## src/rtl/cpu_pkg.sv

```systemverilog
// Shared datapath constants and types for the CPU pipeline.
// Latency: n/a (declarations only).
// Backpressure: n/a.
package cpu_pkg;

  localparam int DATA_W     = 8;
  localparam int REG_ADDR_W = 3;
  localparam int NUM_REGS   = 2 ** REG_ADDR_W;

  // Architectural register that always reads as zero.
  localparam int ZERO_REG = 0;

  typedef logic [DATA_W-1:0]     data_t;
  typedef logic [REG_ADDR_W-1:0] reg_addr_t;

endpackage

```

## src/rtl/exwb_stage_if.sv

```systemverilog
// EX/WB stage bundle: EX hand-off, held WB state, ID read ports, retire count.
// Latency: n/a (wires only).
// Backpressure: ex_ready low (hold) means EX must keep presenting its instruction.
interface exwb_stage_if #(
  parameter int DATA_W     = cpu_pkg::DATA_W,
  parameter int REG_ADDR_W = cpu_pkg::REG_ADDR_W,
  parameter int CNT_W      = 16
);

  logic                  ex_valid;
  logic                  ex_regwrite;
  logic [REG_ADDR_W-1:0] ex_dst;
  logic [DATA_W-1:0]     ex_result;
  logic                  hold;
  logic                  flush;
  logic                  ex_ready;

  logic                  exwb_valid;
  logic                  exwb_regwrite;
  logic [REG_ADDR_W-1:0] exwb_dst;
  logic [DATA_W-1:0]     exwb_result;

  logic [REG_ADDR_W-1:0] rs_addr;
  logic [DATA_W-1:0]     rs_data;
  logic [REG_ADDR_W-1:0] rt_addr;
  logic [DATA_W-1:0]     rt_data;

  logic [CNT_W-1:0]      retire_count;

  // Pipeline / ID side: drives the instruction, stall controls and read addresses.
  modport master (
    output ex_valid, ex_regwrite, ex_dst, ex_result, hold, flush, rs_addr, rt_addr,
    input  ex_ready, exwb_valid, exwb_regwrite, exwb_dst, exwb_result,
    input  rs_data, rt_data, retire_count
  );

  // Stage side: consumes the instruction and returns held state and read data.
  modport slave (
    input  ex_valid, ex_regwrite, ex_dst, ex_result, hold, flush, rs_addr, rt_addr,
    output ex_ready, exwb_valid, exwb_regwrite, exwb_dst, exwb_result,
    output rs_data, rt_data, retire_count
  );

endinterface

```

## src/rtl/regfile_2r1w.sv

```systemverilog
// 2-read/1-write register file; register 0 hard-wired to zero. Macro: WB_READ_BYPASS_EN.
// Latency: reads combinational; a write is visible from the array the cycle after its edge.
// Backpressure: none; writes happen whenever we is set (caller gates with stall).
module regfile_2r1w #(
  parameter int DATA_W     = cpu_pkg::DATA_W,
  parameter int REG_ADDR_W = cpu_pkg::REG_ADDR_W
) (
  input  logic                  clk,
  input  logic                  rst_n,
  input  logic                  we,
  input  logic [REG_ADDR_W-1:0] waddr,
  input  logic [DATA_W-1:0]     wdata,
  input  logic [REG_ADDR_W-1:0] rs_addr,
  output logic [DATA_W-1:0]     rs_data,
  input  logic [REG_ADDR_W-1:0] rt_addr,
  output logic [DATA_W-1:0]     rt_data,
  input  logic                  byp_vld,
  input  logic [REG_ADDR_W-1:0] byp_addr,
  input  logic [DATA_W-1:0]     byp_data
);
  import cpu_pkg::ZERO_REG;

  localparam int NREGS = 2 ** REG_ADDR_W;
  localparam logic [REG_ADDR_W-1:0] ZERO_ADDR = REG_ADDR_W'(ZERO_REG);

  logic [DATA_W-1:0] mem [NREGS];
  logic              rs_hit;
  logic              rt_hit;

  // Storage: cleared on reset; writes to the zero register are dropped.
  always_ff @(posedge clk or negedge rst_n) begin
    if (!rst_n) begin
      for (int i = 0; i < NREGS; i++) begin
        mem[i] <= '0;
      end
    end else if (we && (waddr != ZERO_ADDR)) begin
      mem[waddr] <= wdata;
    end
  end

`ifdef WB_READ_BYPASS_EN
  // Write-through: a result waiting in WB is returned before it lands in the array.
  assign rs_hit = byp_vld && (rs_addr == byp_addr) && (rs_addr != ZERO_ADDR);
  assign rt_hit = byp_vld && (rt_addr == byp_addr) && (rt_addr != ZERO_ADDR);
`else
  // Array-only reads; the WB-to-ID hazard is covered outside this block.
  logic unused_byp;
  assign unused_byp = ^{byp_vld, byp_addr, byp_data};
  assign rs_hit = 1'b0;
  assign rt_hit = 1'b0;
`endif

  // Read port A: zero register, then bypass, then array.
  always_comb begin
    rs_data = mem[rs_addr];
    if (rs_addr == ZERO_ADDR) begin
      rs_data = '0;
    end else if (rs_hit) begin
      rs_data = byp_data;
    end
  end

  // Read port B: same rules as port A.
  always_comb begin
    rt_data = mem[rt_addr];
    if (rt_addr == ZERO_ADDR) begin
      rt_data = '0;
    end else if (rt_hit) begin
      rt_data = byp_data;
    end
  end

endmodule

```

## src/rtl/exwb_stage.sv

```systemverilog
// EX/WB pipeline register, register-file commit and retire counter. Macro: WB_READ_BYPASS_EN.
// Latency: EX in cycle N shows on exwb_* in N+1, commits at end of N+1, array-readable in N+2.
// Backpressure: hold freezes EX/WB, register file and counter; ex_ready = !hold.
module exwb_stage #(
  parameter int DATA_W     = cpu_pkg::DATA_W,
  parameter int REG_ADDR_W = cpu_pkg::REG_ADDR_W,
  parameter int CNT_W      = 16
) (
  input logic         clk,
  input logic         rst_n,
  exwb_stage_if.slave bus
);
  import cpu_pkg::ZERO_REG;

  localparam logic [REG_ADDR_W-1:0] ZERO_ADDR = REG_ADDR_W'(ZERO_REG);

  logic                  wb_fire;
  logic                  commit_we;
  logic                  valid_q;
  logic                  regwrite_q;
  logic [REG_ADDR_W-1:0] dst_q;
  logic [DATA_W-1:0]     result_q;
  logic [CNT_W-1:0]      retire_q;

  assign wb_fire     = !bus.hold;
  assign bus.ex_ready = wb_fire;

  // Held instruction writes back only on the edge that releases it.
  assign commit_we = wb_fire && valid_q && regwrite_q && (dst_q != ZERO_ADDR);

  // EX/WB register: advance unless held; flush squashes the incoming instruction.
  always_ff @(posedge clk or negedge rst_n) begin
    if (!rst_n) begin
      valid_q    <= 1'b0;
      regwrite_q <= 1'b0;
      dst_q      <= '0;
      result_q   <= '0;
    end else if (wb_fire) begin
      valid_q    <= bus.ex_valid && !bus.flush;
      regwrite_q <= bus.ex_regwrite && bus.ex_valid && !bus.flush;
      dst_q      <= bus.ex_dst;
      result_q   <= bus.ex_result;
    end
  end

  // Retire counter: one per released valid instruction, wrapping naturally.
  always_ff @(posedge clk or negedge rst_n) begin
    if (!rst_n) begin
      retire_q <= '0;
    end else if (wb_fire && valid_q) begin
      retire_q <= retire_q + CNT_W'(1);
    end
  end

  assign bus.exwb_valid    = valid_q;
  assign bus.exwb_regwrite = regwrite_q;
  assign bus.exwb_dst      = dst_q;
  assign bus.exwb_result   = result_q;
  assign bus.retire_count  = retire_q;

  regfile_2r1w #(
    .DATA_W     (DATA_W),
    .REG_ADDR_W (REG_ADDR_W)
  ) u_regfile (
    .clk      (clk),
    .rst_n    (rst_n),
    .we       (commit_we),
    .waddr    (dst_q),
    .wdata    (result_q),
    .rs_addr  (bus.rs_addr),
    .rs_data  (bus.rs_data),
    .rt_addr  (bus.rt_addr),
    .rt_data  (bus.rt_data),
    .byp_vld  (valid_q && regwrite_q),
    .byp_addr (dst_q),
    .byp_data (result_q)
  );

endmodule

```

## src/flat_wrapper.sv

```systemverilog
// flat-port wrapper written by rule: the top's interface ports become plain ports
module exwb_stage_flat import cpu_pkg::ZERO_REG;
#(
  parameter int DATA_W     = cpu_pkg::DATA_W,
  parameter int REG_ADDR_W = cpu_pkg::REG_ADDR_W,
  parameter int CNT_W      = 16
)
  (clk, rst_n, bus_ex_valid, bus_ex_regwrite, bus_ex_dst, bus_ex_result, bus_hold, bus_flush, bus_rs_addr, bus_rt_addr, bus_ex_ready, bus_exwb_valid, bus_exwb_regwrite, bus_exwb_dst, bus_exwb_result, bus_rs_data, bus_rt_data, bus_retire_count);
  exwb_stage_if #(.DATA_W(DATA_W), .REG_ADDR_W(REG_ADDR_W), .CNT_W(CNT_W)) bus_i ();
  input logic clk;
  input logic rst_n;
  input wire logic [$bits(bus_i.ex_valid)-1:0] bus_ex_valid;
  input wire logic [$bits(bus_i.ex_regwrite)-1:0] bus_ex_regwrite;
  input wire logic [$bits(bus_i.ex_dst)-1:0] bus_ex_dst;
  input wire logic [$bits(bus_i.ex_result)-1:0] bus_ex_result;
  input wire logic [$bits(bus_i.hold)-1:0] bus_hold;
  input wire logic [$bits(bus_i.flush)-1:0] bus_flush;
  input wire logic [$bits(bus_i.rs_addr)-1:0] bus_rs_addr;
  input wire logic [$bits(bus_i.rt_addr)-1:0] bus_rt_addr;
  output wire logic [$bits(bus_i.ex_ready)-1:0] bus_ex_ready;
  output wire logic [$bits(bus_i.exwb_valid)-1:0] bus_exwb_valid;
  output wire logic [$bits(bus_i.exwb_regwrite)-1:0] bus_exwb_regwrite;
  output wire logic [$bits(bus_i.exwb_dst)-1:0] bus_exwb_dst;
  output wire logic [$bits(bus_i.exwb_result)-1:0] bus_exwb_result;
  output wire logic [$bits(bus_i.rs_data)-1:0] bus_rs_data;
  output wire logic [$bits(bus_i.rt_data)-1:0] bus_rt_data;
  output wire logic [$bits(bus_i.retire_count)-1:0] bus_retire_count;
  assign bus_i.ex_valid = bus_ex_valid;
  assign bus_i.ex_regwrite = bus_ex_regwrite;
  assign bus_i.ex_dst = bus_ex_dst;
  assign bus_i.ex_result = bus_ex_result;
  assign bus_i.hold = bus_hold;
  assign bus_i.flush = bus_flush;
  assign bus_i.rs_addr = bus_rs_addr;
  assign bus_i.rt_addr = bus_rt_addr;
  assign bus_ex_ready = bus_i.ex_ready;
  assign bus_exwb_valid = bus_i.exwb_valid;
  assign bus_exwb_regwrite = bus_i.exwb_regwrite;
  assign bus_exwb_dst = bus_i.exwb_dst;
  assign bus_exwb_result = bus_i.exwb_result;
  assign bus_rs_data = bus_i.rs_data;
  assign bus_rt_data = bus_i.rt_data;
  assign bus_retire_count = bus_i.retire_count;
  exwb_stage #(.DATA_W(DATA_W), .REG_ADDR_W(REG_ADDR_W), .CNT_W(CNT_W)) u_core (.clk(clk), .rst_n(rst_n), .bus(bus_i));
endmodule
```

## config.mk

```make
export PLATFORM = sky130hd
export DESIGN_NAME = exwb_stage_flat
export DESIGN_NICKNAME = d
export VERILOG_FILES = /design/src/rtl/cpu_pkg.sv /design/src/rtl/exwb_stage_if.sv /design/src/rtl/regfile_2r1w.sv /design/src/rtl/exwb_stage.sv /design/src/flat_wrapper.sv
export SDC_FILE = /design/constraint.sdc
export NUM_CORES = 1
export LEC_CHECK = 0
export ABC_AREA = 1
export CAP_MARGIN = 10
export CORE_MARGIN = 5
export CORE_UTILIZATION = 55
export DETAILED_ROUTE_END_ITERATION = 8
export HOLD_SLACK_MARGIN = 0.12
export PLACE_DENSITY = 0.8
export RECOVER_POWER = 100
export SYNTH_ARGS = -nofsm -noshare
export SYNTH_HDL_FRONTEND = slang
export SYNTH_SLANG_ARGS = --single-unit
```

## constraint.sdc

```tcl
create_clock -name clk -period 3.3 [get_ports clk]
set_clock_uncertainty 0.2 [all_clocks]
set_input_delay 0.495 -clock clk [delete_from_list [all_inputs] [get_ports clk]]
set_output_delay 0.495 -clock clk [all_outputs]
set_load 0.03 [all_outputs]
```

==> results of run 1 <==
==> sequential cells by signal (all words and copies together), names as in the netlist <==
signal,count
u_core.bus.exwb_dst,3
u_core.bus.exwb_regwrite,1
u_core.bus.exwb_result,8
u_core.bus.retire_count,16
u_core.bus.exwb_valid,1
u_core.u_regfile.mem,64
==> routing by layer <==
metal	part of all wire (%)	track usage (%)
met1	44	33.8
met2	47	39.8
met3	6.6	5.33
met4	2.5	8.97
met5	0	0
==> critical path: cells and delay by family <==
family | cells | cell delay (ns)
AOI/OAI and AO/OA | 2 | 0.59
buffers and inverters | 3 | 1.14
==> through the flow <==
step / instance area [sq um] / power, mW / std cells / hold WS [ns] / utilization [%]
after floorplan: 5060 / 1.68 / 675 / -0.000591 / -
after global placement: 5670 / 1.91 / 816 / 0.186 / 62.3
after detailed placement: 5670 / 1.93 / 816 / 0.191 / 62.3
after CTS: 5870 / 2.66 / 833 / 0.211 / 64.5
after global routing: 5730 / 2.74 / 833 / 0.222 / 62.9
final: 5730 / 2.61 / 833 / 0.214 / 62.9
==> cells in the mapped netlist (2+ instances only) <==
| library cell | instances | area (sq um) |
|---|---|---|
| o211ai_1 | 39 | 293 |
| nand2_1 | 242 | 908 |
| inv_2 | 2 | 7.51 |
| xnor2_1 | 4 | 35.0 |
| nand4_1 | 2 | 12.5 |
| dfrtp_1 | 93 | 2330 |
| o21ai_0 | 57 | 285 |
| xor2_1 | 4 | 35.0 |
| a21oi_1 | 33 | 165 |
| nand4_2 | 2 | 25.0 |
| o21ai_2 | 6 | 52.6 |
| clkbuf_2 | 2 | 10.0 |
| nand3_1 | 15 | 75.1 |
| buf_2 | 10 | 50.1 |
| buf_4 | 2 | 15.0 |
| buf_6 | 5 | 56.3 |
| clkbuf_1 | 28 | 105 |
| inv_1 | 67 | 251 |
| nor2_4 | 3 | 33.8 |
| nor2_1 | 47 | 176 |
| nand3b_1 | 2 | 15.0 |
==> worst paths after layout <==
path	slack, ns	cells past startpoint	end
min in group asynchronous	0.74	2	u_core.u_regfile.mem[23]$_DFFE_PN0P_
worst max register to register	1.10	6	u_core.u_regfile.mem[25]$_DFFE_PN0P_
worst min register to register	0.21	0	u_core.u_regfile.mem[57]$_DFFE_PN0P_
worst min-delay path	0.21	0	u_core.u_regfile.mem[57]$_DFFE_PN0P_
worst max-delay path	0.38	5	bus_rt_data[5]
max in group asynchronous	0.73	3	u_core.bus.exwb_result[3]$_DFFE_PN0N_
==> final cells by class <==
class                      instances  area, sq um  area share [%]
clock inverter                     7         67.6            1.18
tap                              111          139            2.42
clock buffer                       9          124            2.16
sequential                        93         2330            40.6
inverter                          70          270            4.72
timing repair buffer              79          663            11.6
multi-input combinational        464         2140            37.3
==> report_power, final <==
group          internal (mW)  total (mW)  switching (mW)
sequential              1.23        1.32          0.0977
clock                  0.293       0.740           0.447
combinational          0.186       0.548           0.361
==> cell families after synthesis <==
family          after synthesis  synth area share [%]
compound gates              136                  15.9
xor+xnor                      8                  1.39
fa+ha+maj                     1                 0.247
buf+inv                     118                  10.1
flops                        93                  46.0
simple gates                319                  26.4
==> timing repair <==
action / in CTS / in global routing
hold endpoints to repair: 48 / 0
setup buffers: 0 / 0
hold buffers: 1 / 0
==> results.json, run 1 <==
{
  "powerDensity_mw_per_mm2": 456,
  "critPathMaxStageDelay_ns": 0.67,
  "hold_path.class": "reg2reg",
  "grt_pass1_wl_mm": 22.5,
  "period_needed_ns": 2.92,
  "ant_nets": 0,
  "cts-resized-gates": 0,
  "fmax_mhz": 343,
  "outcome": "completed",
  "pin_count": 69,
  "dp_worst_setup_slack_ns": 0.544,
  "setup_viol": 0,
  "syn_inst": 675,
  "drt_first_pass_iters": 5,
  "final_cell_mix": "nand2_1, dfrtp_1, inv_1",
  "yosysSeqAreaShare_pct": 46.0,
  "peakVddDrop_mv": 0.473,
  "finalMaxSlewViolations": 0,
  "clk_pin_slew_ns": 0.09,
  "cap_violations": 0,
  "hold_viol": 0,
  "slowest_stage": "dlygate4sd3_1",
  "synth_warnings": 0,
  "port_buffers": 68,
  "gp_congestion": 0.904,
  "min_from": "u_core.u_regfile.mem[57]$_DFFE_PN0P_",
  "layout_commonest_cell": "nand2_1",
  "synth_area_sq_mm": 0.00506,
  "critical_path_class": "in2out",
  "async_flop_share_pct": 100,
  "synth_cell_types": 31,
  "wl_per_cell_um": 16.0,
  "drc": 0,
  "area_growth_syn_to_layout_pct": 13.3,
  "tightest_slew_ns": 1.29,
  "syn-num-nets": 699,
  "fin_ws_ns": 0.381,
  "tns_ns": 0,
  "diodes": 0,
  "maxSlewHeadroom_pct": 13.8,
  "die_width_um": 106,
  "cts_root_buffer": "clkbuf_8",
  "dp_hpwl_mm": 9.58,
  "cts_buffers": 9,
  "fill_cells": 811,
  "num_rows": 35,
  "initial_core_util_pct": 55.5,
  "final_nets": 741,
  "h-tree-depth": 3,
  "synth_ff_type": "dfrtp_1",
  "grt_max_degree": 52,
  "critical_path.startpoint": "bus_rt_addr[2]",
  "drt-initial-drc-count": 339,
  "arrival_ns": 2.22,
  "avgViaCountPerCell": 5.56,
  "overflow": 0,
  "path_max_fanout": 10,
  "grt_pass1_vias": 4576,
  "grt_use_total_pct": 25.0,
  "critPathMostFrequentCell": "o21ai_0",
  "clock_latency_ns": 0.36,
  "clock_path_buffers": 2,
  "avgSynthCellArea_sq_um": 7.49,
  "core-area_sq_mm": 0.00911,
  "antenna_found_initial": 0,
  "drive_above_1_share_pct": 4.99,
  "die_h_um": 106,
  "synth-edff-count": 0,
  "die_area_sq_mm": 0.0112,
  "totalWireLength_mm": 13.3,
  "p_leak_nw": 2.93,
  "r2r_start": "u_core.bus.exwb_valid$_DFFE_PN0N_",
  "path_cells": "dlygate4sd3_1, inv_1, o21ai_0, o21ai_0, clkbuf_1",
  "cts_num_sinks": 93,
  "startpoint_type": "primary input",
  "worst-endpoint-required_ns": 2.60,
  "synth_seq_cells": 93,
  "rsz0062_at_grt": "false",
  "setup.worst_path.end_class": "output port",
  "fin_crit_sh_pct": 88.4,
  "cts_tree": "yes",
  "via_count": 4631
}
Power figures use the tool's default switching activity.
==> inputs of run 2 (changes only) <==
PLACE_DENSITY = not set   (was 0.8)
PLACE_DENSITY_LB_ADDON = 0.05   (was not set)
==> results.json, run 2 (synthesis gave the netlist of run 1 again) <==
{
  "min_from": "u_core.u_regfile.mem[62]$_DFFE_PN0P_",
  "critical_path_class": "in2out",
  "largest_reg_flops": 64,
  "drt-initial-drc-count": 278,
  "tightest_slew_ns": 1.28,
  "num_rows": 35,
  "reg2reg_slack_ns": 1.22,
  "die_h_um": 106,
  "powerDensity_mw_per_mm2": 480,
  "worstRegToRegCells": 6,
  "drive_above_1_share_pct": 6.67,
  "hold_viol": 0,
  "drc": 0,
  "h-tree-depth": 3,
  "fin_crit_sh_pct": 87.8,
  "outcome": "completed",
  "port_buffers": 68,
  "clock_path_buffers": 2,
  "tns_ns": 0,
  "pin_count": 69,
  "peakVddDrop_mv": 0.445,
  "antenna_found_initial": 0,
  "wl_per_cell_um": 15.1,
  "arrival_ns": 2.20,
  "die_width_um": 106,
  "r2r-end": "u_core.u_regfile.mem[25]$_DFFE_PN0P_",
  "gp_congestion": 0.872,
  "maxSlewHeadroom_pct": 14.8,
  "drt_first_pass_iters": 5,
  "worst_hold_path.endpoint": "u_core.u_regfile.mem[62]$_DFFE_PN0P_",
  "grt_pass1_wl_mm": 21.1,
  "die_area_sq_mm": 0.0112,
  "cts_num_sinks": 93,
  "startpoint_type": "primary input",
  "finalMaxSlewViolations": 0,
  "p_leak_nw": 2.99,
  "initial_core_util_pct": 55.5,
  "whs_ns": 0.205,
  "layout_commonest_cell": "nand2_1",
  "period_needed_ns": 2.90,
  "power_mw": 2.80,
  "grt_use_total_pct": 23.5,
  "path_max_fanout": 33,
  "via_count": 4417,
  "hold_path.class": "reg2reg",
  "fin_area_sq_mm": 0.00583,
  "area_growth_syn_to_layout_pct": 15.4,
  "dp_worst_setup_slack_ns": 0.531,
  "clk_pin_slew_ns": 0.08,
  "worst-endpoint-required_ns": 2.60,
  "setup_viol": 0,
  "cts_buffers": 9,
  "cts_root_buffer": "clkbuf_8",
  "cts_tree": "yes",
  "clock_latency_ns": 0.35,
  "postPlaceCellArea_sq_mm": 0.00567,
  "setup.worst_path.end_class": "output port",
  "top_register": "u_core.u_regfile.mem",
  "dp_hpwl_mm": 9.29,
  "cap_violations": 0,
  "hold_depth": 0,
  "avgViaCountPerCell": 5.32,
  "grt_pass1_vias": 4333,
  "core-area_sq_mm": 0.00911,
  "final_nets": 739,
  "final_cell_mix": "nand2_1, dfrtp_1, inv_1",
  "fmax_mhz": 345,
  "rsz0062_at_grt": "false",
  "overflow": 0,
  "post_cts_buffers": 0,
  "fin_ws_ns": 0.402,
  "r2r_start": "u_core.bus.exwb_valid$_DFFE_PN0N_",
  "grt_max_degree": 50,
  "totalWireLength_mm": 12.5,
  "ant_nets": 0,
  "diodes": 0
}
==> run 2: timing repair <==
item | 4_1_cts | 5_1_grt
hold buffers | 1 | 0
resized for setup | 0 | 0
hold endpoints to repair | 48 | 0
==> run 2: worst max path at each step <==
stage / startpoint / end / cells after the start
floorplan: bus_rt_addr[1] / bus_rt_data[0] / 6
global placement: bus_hold / bus_ex_ready / 3
detailed placement: bus_hold / bus_ex_ready / 3
CTS: bus_hold / bus_ex_ready / 3
global route: bus_rs_addr[1] / bus_rs_data[2] / 7
finish: bus_rs_addr[1] / bus_rs_data[0] / 7
==> run 2: final cells by class <==
cell class	instances	area, sq um
tap	111	139
clock buffer	11	141
multi-input combinational	464	2130
fill	821	3280
inverter	70	270
clock inverter	5	106
timing repair buffer	77	716
sequential	93	2330
==> run 2: per-stage QoR <==
stage                     utilization (%)  std cells
final                                64.0        831
after global routing                 64.0        831
after CTS                            65.1        831
after detailed placement             62.2        814
after global placement               62.2        814
after floorplan                         -        675
==> run 2: per-layer routing <==
layer	track usage [%]	part of all wire [%]	up-vias
met5	0	0	-
met4	6.66	1.3	0
met3	3.92	4.9	16
met2	37.9	46	125
met1	32.9	48	2064
li1	-	-	2212
==> run 2: report_power, final <==
group | internal (mW) | total (mW) | leakage (nW) | switching [mW]
Clock | 0.527 | 0.925 | 0.120 | 0.398
Combinational | 0.199 | 0.555 | 1.76 | 0.356
Sequential | 1.23 | 1.32 | 1.10 | 0.0943
==> run 2: critical path, stage by stage <==
cell             delay (ns)
clkdlybuf4s50_1        0.45
clkbuf_2               0.51
o211ai_1               0.18
nand3_1                0.16
nand2_1                0.06
nor2_1                 0.14
buf_4                  0.19
